### src/rtl/ch_capture_ctrl.sv
// Channel capture controller: writes synchronized ch_in samples into the channel RAM on each
// sample_en strobe, start..stop, one-shot or looping. Define CAPTURE_TRIG_EN for the edge trigger.
module ch_capture_ctrl #(
  parameter int N_ADDR_BITS = 20,
  parameter int MEM_DEPTH   = 1048576,
  parameter int DATA_WIDTH  = 1
) (
  input  logic                   s_axi_clk,
  input  logic                   s_axi_reset,
  input  logic                   sample_en,
  input  logic                   arm,
  input  logic                   abort,
  input  logic                   write_addr,
  input  logic [N_ADDR_BITS-1:0] set_ram_addr,
  input  logic                   write_stop_addr,
  input  logic [N_ADDR_BITS-1:0] stop_addr,
  input  logic                   loop_capture,
  input  logic [DATA_WIDTH-1:0]  ch_in,
`ifdef CAPTURE_TRIG_EN
  input  logic                   trig_pol,
`endif
  output logic [N_ADDR_BITS-1:0] ram_addr,
  output logic [DATA_WIDTH-1:0]  ram_din,
  output logic                   wen,
  output logic                   capture_busy,
  output logic                   capture_done,
  output logic                   wrapped,
  output logic [N_ADDR_BITS:0]   sample_count
);

  localparam logic [N_ADDR_BITS-1:0] LAST_ADDR = N_ADDR_BITS'(MEM_DEPTH - 1);
  localparam logic [N_ADDR_BITS-1:0] ADDR_ONE  = {{(N_ADDR_BITS-1){1'b0}}, 1'b1};
  localparam logic [N_ADDR_BITS:0]   CNT_ONE   = {{N_ADDR_BITS{1'b0}}, 1'b1};

  typedef enum logic [1:0] {
    ST_IDLE    = 2'd0,
    ST_CAPTURE = 2'd1,
    ST_DONE    = 2'd2
`ifdef CAPTURE_TRIG_EN
    , ST_ARMED = 2'd3
`endif
  } state_t;

  state_t                  r_state;
  state_t                  w_next_state;

  logic [DATA_WIDTH-1:0]   r_ch_meta;
  logic [DATA_WIDTH-1:0]   r_ch_sync;
  logic                    r_arm_q;
  logic                    r_abort_q;
  logic                    r_waddr_q;
  logic                    r_wstop_q;
  logic [N_ADDR_BITS-1:0]  r_start;
  logic [N_ADDR_BITS-1:0]  r_stop;
  logic [N_ADDR_BITS-1:0]  r_ram_addr;
  logic [DATA_WIDTH-1:0]   r_ram_din;
  logic                    r_wen;
  logic                    r_busy;
  logic                    r_done;
  logic                    r_wrapped;
  logic [N_ADDR_BITS:0]    r_count;
`ifdef CAPTURE_TRIG_EN
  logic                    r_last_samp;
  logic                    w_trigger;
`endif

  logic                    w_arm_p;
  logic                    w_abort_p;
  logic                    w_waddr_p;
  logic                    w_wstop_p;
  logic                    w_at_stop;
  logic                    w_final;
  logic [N_ADDR_BITS-1:0]  w_next_addr;
  logic                    w_load_ok;
  logic                    w_start_cap;
  logic                    w_busy_next;

  // GPIO controls are levels; only their rising edges act.
  assign w_arm_p   = arm & ~r_arm_q;
  assign w_abort_p = abort & ~r_abort_q;
  assign w_waddr_p = write_addr & ~r_waddr_q;
  assign w_wstop_p = write_stop_addr & ~r_wstop_q;

  assign w_at_stop   = (r_ram_addr == r_stop);
  assign w_final     = (r_state == ST_CAPTURE) && r_wen && w_at_stop && !loop_capture;
  assign w_next_addr = w_at_stop               ? r_start :
                       (r_ram_addr == LAST_ADDR) ? '0      : r_ram_addr + ADDR_ONE;

`ifdef CAPTURE_TRIG_EN
  assign w_trigger = (r_state == ST_ARMED) && sample_en &&
                     (r_ch_sync[0] == trig_pol) && (r_last_samp != trig_pol);
`endif

  // State register
  always_ff @(posedge s_axi_clk) begin
    if (s_axi_reset) r_state <= ST_IDLE;
    else             r_state <= w_next_state;
  end

  // Next-state logic; abort outranks every other event, including a same-cycle arm.
  always_comb begin
    // NOTE: every always_comb output gets a default first so no path can infer a latch.
    w_next_state = r_state;
    if (w_abort_p) begin
      w_next_state = ST_IDLE;
    end else begin
      case (r_state)
        ST_IDLE, ST_DONE: begin
          if (w_arm_p) begin
`ifdef CAPTURE_TRIG_EN
            w_next_state = ST_ARMED;
`else
            w_next_state = ST_CAPTURE;
`endif
          end
        end
`ifdef CAPTURE_TRIG_EN
        ST_ARMED:   if (w_trigger) w_next_state = ST_CAPTURE;
`endif
        ST_CAPTURE: if (w_final)   w_next_state = ST_DONE;
        default:    w_next_state = ST_IDLE;
      endcase
    end
  end

  // Output/decode logic
  always_comb begin
    w_load_ok   = 1'b0;
    w_busy_next = 1'b0;
    case (r_state)
      ST_IDLE, ST_DONE: w_load_ok = 1'b1;
      default:          w_load_ok = 1'b0;
    endcase
    case (w_next_state)
      ST_CAPTURE: w_busy_next = 1'b1;
`ifdef CAPTURE_TRIG_EN
      ST_ARMED:   w_busy_next = 1'b1;
`endif
      default:    w_busy_next = 1'b0;
    endcase
    w_start_cap = w_load_ok && w_arm_p && !w_abort_p;
  end

  // Datapath: synchronizer, edge history, address/write sequencing and status.
  always_ff @(posedge s_axi_clk) begin
    // NOTE: sequential state uses non-blocking assignments so every flop samples pre-edge values.
    if (s_axi_reset) begin
      r_ch_meta   <= '0;
      r_ch_sync   <= '0;
      r_arm_q     <= 1'b0;
      r_abort_q   <= 1'b0;
      r_waddr_q   <= 1'b0;
      r_wstop_q   <= 1'b0;
      r_start     <= '0;
      r_stop      <= LAST_ADDR;
      r_ram_addr  <= '0;
      r_ram_din   <= '0;
      r_wen       <= 1'b0;
      r_busy      <= 1'b0;
      r_done      <= 1'b0;
      r_wrapped   <= 1'b0;
      r_count     <= '0;
`ifdef CAPTURE_TRIG_EN
      r_last_samp <= 1'b0;
`endif
    end else begin
      r_ch_meta <= ch_in;
      r_ch_sync <= r_ch_meta;
      r_arm_q   <= arm;
      r_abort_q <= abort;
      r_waddr_q <= write_addr;
      r_wstop_q <= write_stop_addr;
      r_busy    <= w_busy_next;

      if (w_load_ok && w_waddr_p) r_start <= set_ram_addr;
      if (w_load_ok && w_wstop_p) r_stop  <= stop_addr;

      if (r_wen && (r_count != '1)) r_count <= r_count + CNT_ONE;

      if (w_abort_p) begin
        r_wen <= 1'b0;
      end else if (w_start_cap) begin
        r_ram_addr  <= r_start;
        r_done      <= 1'b0;
        r_wrapped   <= 1'b0;
        r_count     <= '0;
        r_wen       <= 1'b0;
`ifdef CAPTURE_TRIG_EN
        r_last_samp <= r_ch_sync[0];
`endif
      end
`ifdef CAPTURE_TRIG_EN
      else if (r_state == ST_ARMED) begin
        // The trigger sample itself is the first word stored at start.
        if (w_trigger) begin
          r_wen     <= 1'b1;
          r_ram_din <= r_ch_sync;
        end else if (sample_en) begin
          r_last_samp <= r_ch_sync[0];
        end
      end
`endif
      else if (r_state == ST_CAPTURE) begin
        if (w_final) begin
          r_done <= 1'b1;
          r_wen  <= 1'b0;
        end else begin
          if (r_wen) begin
            r_ram_addr <= w_next_addr;
            if (w_at_stop) r_wrapped <= 1'b1;
          end
          r_wen <= sample_en;
          if (sample_en) r_ram_din <= r_ch_sync;
        end
      end
    end
  end

  assign ram_addr     = r_ram_addr;
  assign ram_din      = r_ram_din;
  assign wen          = r_wen;
  assign capture_busy = r_busy;
  assign capture_done = r_done;
  assign wrapped      = r_wrapped;
  assign sample_count = r_count;

endmodule

### config.mk
export PLATFORM = sky130hd
export DESIGN_NAME = ch_capture_ctrl
export DESIGN_NICKNAME = d
export VERILOG_FILES = /design/src/rtl/ch_capture_ctrl.sv
export SDC_FILE = /design/constraint.sdc
export NUM_CORES = 1
export LEC_CHECK = 0
export ABC_AREA = 1
export CORE_UTILIZATION = 32
export CTS_BUF_LIST = sky130_fd_sc_hd__clkbuf_4 sky130_fd_sc_hd__clkbuf_8
export DETAILED_ROUTE_END_ITERATION = 10
export PLACE_DENSITY_LB_ADDON = 0.08
export SETUP_SLACK_MARGIN = 0.15
export SLEW_MARGIN = 20
export SYNTH_ARGS = -nofsm -noshare
export SYNTH_HDL_FRONTEND = slang
export SYNTH_SLANG_ARGS = --single-unit
### constraint.sdc
create_clock -name s_axi_clk -period 2.3 [get_ports s_axi_clk]
set_clock_uncertainty 0.1 [all_clocks]
set_input_delay 0.46 -clock s_axi_clk [delete_from_list [all_inputs] [get_ports s_axi_clk]]
set_output_delay 0.46 -clock s_axi_clk [all_outputs]
set_load 0.02 [all_outputs]
After elaboration in Yosys (flattened, before gate mapping)
Cells that the tools add are included.

word-level totals
  flip-flop bits (word level) = 94
  output and inout port bits = 46
  word-level logic and storage cells = 81
  input port bits = 49

operators by class
  bitwise operators = 11
  eq/ne operators = 7
  reductions and logical operators = 21
  mux-type cells = 24
  add/subtract/negate cells = 2

operator list
  cell                                                   number
  2-to-1 mux 20 bit                                      6
  2-to-1 mux 21 bit                                      3
  adder 21 x 1 -> 21 bit, second input constant          1
  inequality test 21 bit, second input constant          1
  adder 20 x 1 -> 20 bit, second input constant          1
  equality test 20 bit                                   1
  equality test 20 bit, second input constant            1
  2-to-1 mux 1 bit                                       11
  AND reduction 5 bit                                    2
  logical AND 1 bit                                      8
  nonzero test 2 bit                                     4
  inverter 1 bit                                         7
  2-to-1 mux 2 bit                                       3
  AND 1 bit                                              4
  equality test 2 x 1 -> 1 bit, second input constant    2
  case mux 2 bit (2 select lines)                        1
  AND reduction 4 bit                                    1
  AND reduction 3 bit                                    1
  OR reduction 3 bit                                     1
  equality test 2 bit, second input constant             1
  logical NOT 1 bit                                      2
  logical NOT 2 bit                                      1
  inequality test 2 x 1 -> 1 bit, second input constant  1
  OR reduction 2 bit                                     1

Depth between registers and ports, before layout
  depth after elaboration = 9
  mapped depth = 14
  gate-level depth less buffers = 13

Least setup slack after synthesis
No wires, ideal clock.

  kind = register to register
  start = register r_count[0] (netlist: sample_count[0])
  end = register r_count[4] (netlist: sample_count[4])
  required time = 2.072 ns
  library setup time = 0.128 ns
  arrival time = 1.766 ns
  path buffers = 1
  path slack = 0.307 ns
  cell stages (with the launch flop) = 13
  cells stage by stage = dfxtp_1 -> ha_1 -> inv_1 -> nor3_2 -> nand2_1 -> nor3_1 -> nand2_1 -> nand2_2 -> inv_2 -> buf_6 -> nand2_1 -> xor2_1 -> nor2_1

on the way
  word-level cells in the longest chain between the ends = 5
  elaborated cells between the ends (all ways) = 6

ends and longest elaborated chain
  element                                                                         RTL line  text
  start, declared                                                                 61        logic [N_ADDR_BITS:0] r_count;
  start signal, assigned                                                          178       if (r_wen && (r_count != '1)) r_count <= r_count + CNT_ONE;
  parallel branches: the longest is 2 deep, another holds adder 21 x 1 -> 21 bit  n/a
  2-to-1 mux 21 bit *                                                             178
  2-to-1 mux 21 bit                                                               182       end else if (w_start_cap) begin
  2-to-1 mux 21 bit *                                                             180       if (w_abort_p) begin

Every way passes the cells marked *.
A chain may end at the register's enable or synchronous reset.

Worst setup path in the final report
  start = register r_ram_addr[3] (netlist: ram_addr[3])
  end = output ram_addr[3]

RTL lines
  element                 RTL line  text
  start, declared         55        logic [N_ADDR_BITS-1:0] r_ram_addr;
  start signal, assigned  183       r_ram_addr <= r_start;
  start signal, assigned  209       r_ram_addr <= w_next_addr;
  end, declared           22        output logic [N_ADDR_BITS-1:0] ram_addr,

No word-level cell between the ends.

==> flow_summary.ini <==
[job]
maxCapViolCount = 0

[finish]
fin_cells = 1071
fin_nets = 929
drive_gt1_frac = 0.116
areaGrowthSynthToFinish_pct = 33.7
n_antenna_cell = 0

[setup_path]
end_kind = output pin
cp.depth = 2
reg2reg_from = ram_addr[0]
crit_path_start_kind = flop
cp-startpoint = ram_addr[3]
crit_family = buffers and inverters
crit_end = ram_addr[3]
cpMaxStageDelayCell = clkdlybuf4s50_1
reg2reg_slack_ns = 0.30
crit_chain = buf_4 -> clkdlybuf4s50_1
worst-path-max-fanout = 4
r2r_cells = 12
r2r-end = ram_addr[12]
cp.buffers_inverters = 2
critPathKind = reg2out
arrival_ns = 1.48
critical-path-max-stage-delay_ns = 0.61
critPathRequiredTime_ns = 1.74

[yosys]
synth-edff-count = 0
mappedNetlistArea_sq_mm = 0.00497
yosys.area.top_type_share = 0.378
ys_seq_elements = 94
yosysWarnings = 0
synth_ff_type = dfxtp_1
yosys.area.top_type = dfxtp_1
synth_nets = 806
synthTopCellsByCount = nand2_1, nor2_1, dfxtp_1, inv_1, nand3_1
synth.area.top_cells = dfxtp_1, nand2_1, nor2_1
post-synth-top-count-cell = nand2_1
netlist_instances = 755
syn_avg_cell_area_sq_um = 6.59
ys_seq_area_frac = 0.378
synth_cell_types = 35
async_flop_share = 0

[die]
core_area_sq_mm = 0.0152
die_w_microns = 127
dieArea_sq_mm = 0.0160
die_h_microns = 127
rows = 45
initial_utilization = 0.327
ios = 95

[pwr]
power.density_mw_per_mm2 = 551
irDropWorstVdd_mv = 0.393
leakagePower_nw = 2.96
power.total_mw = 3.67

[detailed_routing]
viasPerCell = 4.59
dr.max_layer_used = met4
drc = 0
num_vias = 4912
final_antenna_net_count = 0
met2_length_microns = 5760
route.met3.wl_microns = 881
detail_route.first_pass.iterations = 4
routed_wl_microns = 14600
wl_per_cell_microns = 13.6
wl_met1_microns = 7670
drt_iter0_drc = 345

[placement]
place.gp.congestion = 0.872
place_inst = 1054
dpl.hpwl_microns = 11100
portBuffers = 94

[cts]
cts-root-buf = clkbuf_8
cts_max_path_buffers = 2
cts_buffers = 9
clkTransAtPathRegs_ns = 0.09
cts_hold_buffers = 0
htree_levels = 3
cts_tree = done
clkLatencyLatePin_ns = 0.39
cts.sinks = 94

[grt]
antenna_found_initial = 0
grt_max_degree = 38
grt_pass1_wl_microns = 23900
grt_overflow_total = 0
grtUsageTotal = 0.191
grt_pass1_vias = 4640

[timing]
period_needed_ns = 2.04
relSlewSlack = 0.679
fmax_mhz = 491
setup-violations-final = 0
final_hold_viol_count = 0
rsz0062_at_grt = false
maxSlewViolCount = 0
whs_ns = 0.305
worst_pin_slew_ns = 0.478
period_share = 0.886

[hold_path]
hp-class = reg2reg

[status]
status = complete, no violations
==> cells by family after synthesis <==
group                      Yosys count  share of synthesized area
xor gates and xnor gates            44                     0.0775
DFF                                 94                      0.378
buffers and inverters              113                     0.0963
adders and majority gates            2                    0.00503
AOI/OAI and AO/OA                   71                     0.0742
and+or+nand+nor                    431                      0.369
==> placed cells by master, fill, tap and decap left out, types with 8 or more instances in the layout <==
cell type        instances
buf_4                   40
o21ai_0                 26
a21oi_1                 39
inv_1                   76
inv_2                    9
dfxtp_1                 86
clkdlybuf4s50_1         83
nor3_1                  11
xor2_1                  30
dfxtp_2                  8
nand2_2                 11
nand4_1                 16
nand3_1                 54
nor2_1                 123
xnor2_1                 14
nand2_1                200
clkbuf_8                10
==> layout make-up <==
type                            count  area (sq um)
Timing Repair Buffer              139          1350
Clock inverter                      6          85.1
Fill cell                        1623          8550
Multi-Input combinational cell    548          2630
Tap cell                          188           235
Inverter                           86           323
Clock buffer                       10           138
Sequential cell                    94          1890
==> report_power, final <==
part	switching [mW]	internal, mW	total, mW
sequential	0.0677	1.71	1.78
clock	0.628	0.638	1.27
combinational	0.338	0.286	0.624
total	1.03	2.63	3.67
==> flip-flops by register name (all words and copies together), names as in the netlist <==
| name | flops |
|---|---|
| ram_din | 1 |
| wrapped | 1 |
| r_state | 2 |
| r_ch_sync | 1 |
| capture_done | 1 |
| r_ch_meta | 1 |
| r_wstop_q | 1 |
| wen | 1 |
| r_abort_q | 1 |
| sample_count | 21 |
| r_start | 20 |
| r_waddr_q | 1 |
| ram_addr | 20 |
| r_arm_q | 1 |
| capture_busy | 1 |
| r_stop | 20 |
==> worst min-delay path by stage <==
| stage | startpoint | slack (ns) | to | cells after the start |
|---|---|---|---|---|
| finish | r_ch_meta | 0.31 | r_ch_sync | 2 |
| global route | r_ch_meta | 0.35 | r_ch_sync | 2 |
| CTS | r_ch_meta | 0.31 | r_ch_sync | 2 |
| detailed placement | r_ch_meta | 0.30 | r_ch_sync | 2 |
| global placement | r_ch_meta | 0.29 | r_ch_sync | 2 |
| floorplan | r_ch_meta | 0.29 | r_ch_sync | 2 |
==> metal layers <==
| metal | track usage | up-vias |
|---|---|---|
| met1 | 0.278 | 2157 |
| li1 | - | 2610 |
| met2 | 0.277 | 125 |
| met5 | 0 | - |
| met3 | 0.0447 | 20 |
| met4 | 0.0602 | 0 |
==> through the flow <==
stage	TNS (ns)	area [sq um]	setup WS (ns)	util
2_1_floorplan	0	4970	0.307	-
3_3_place_gp	-0.0312	6390	-0.0312	0.420
3_5_place_dp	-0.0212	6390	-0.0212	0.420
4_1_cts	0	6610	0.141	0.435
5_1_grt	0	6650	0.150	0.438
6_report	0	6650	0.262	0.438
==> worst min-delay path: stages, from the launching register on <==
cell,delay (ns)
dfxtp_1,0.30
inv_1,0.04
nor2_1,0.03
==> what timing repair did <==
action | 4_1_cts | 5_1_grt
pin swaps | 0 | 1
setup buffers | 0 | 1
gates resized for setup | 9 | 14
endpoints found under the setup margin | 11 | 30
Power figures use the tool's default switching activity.
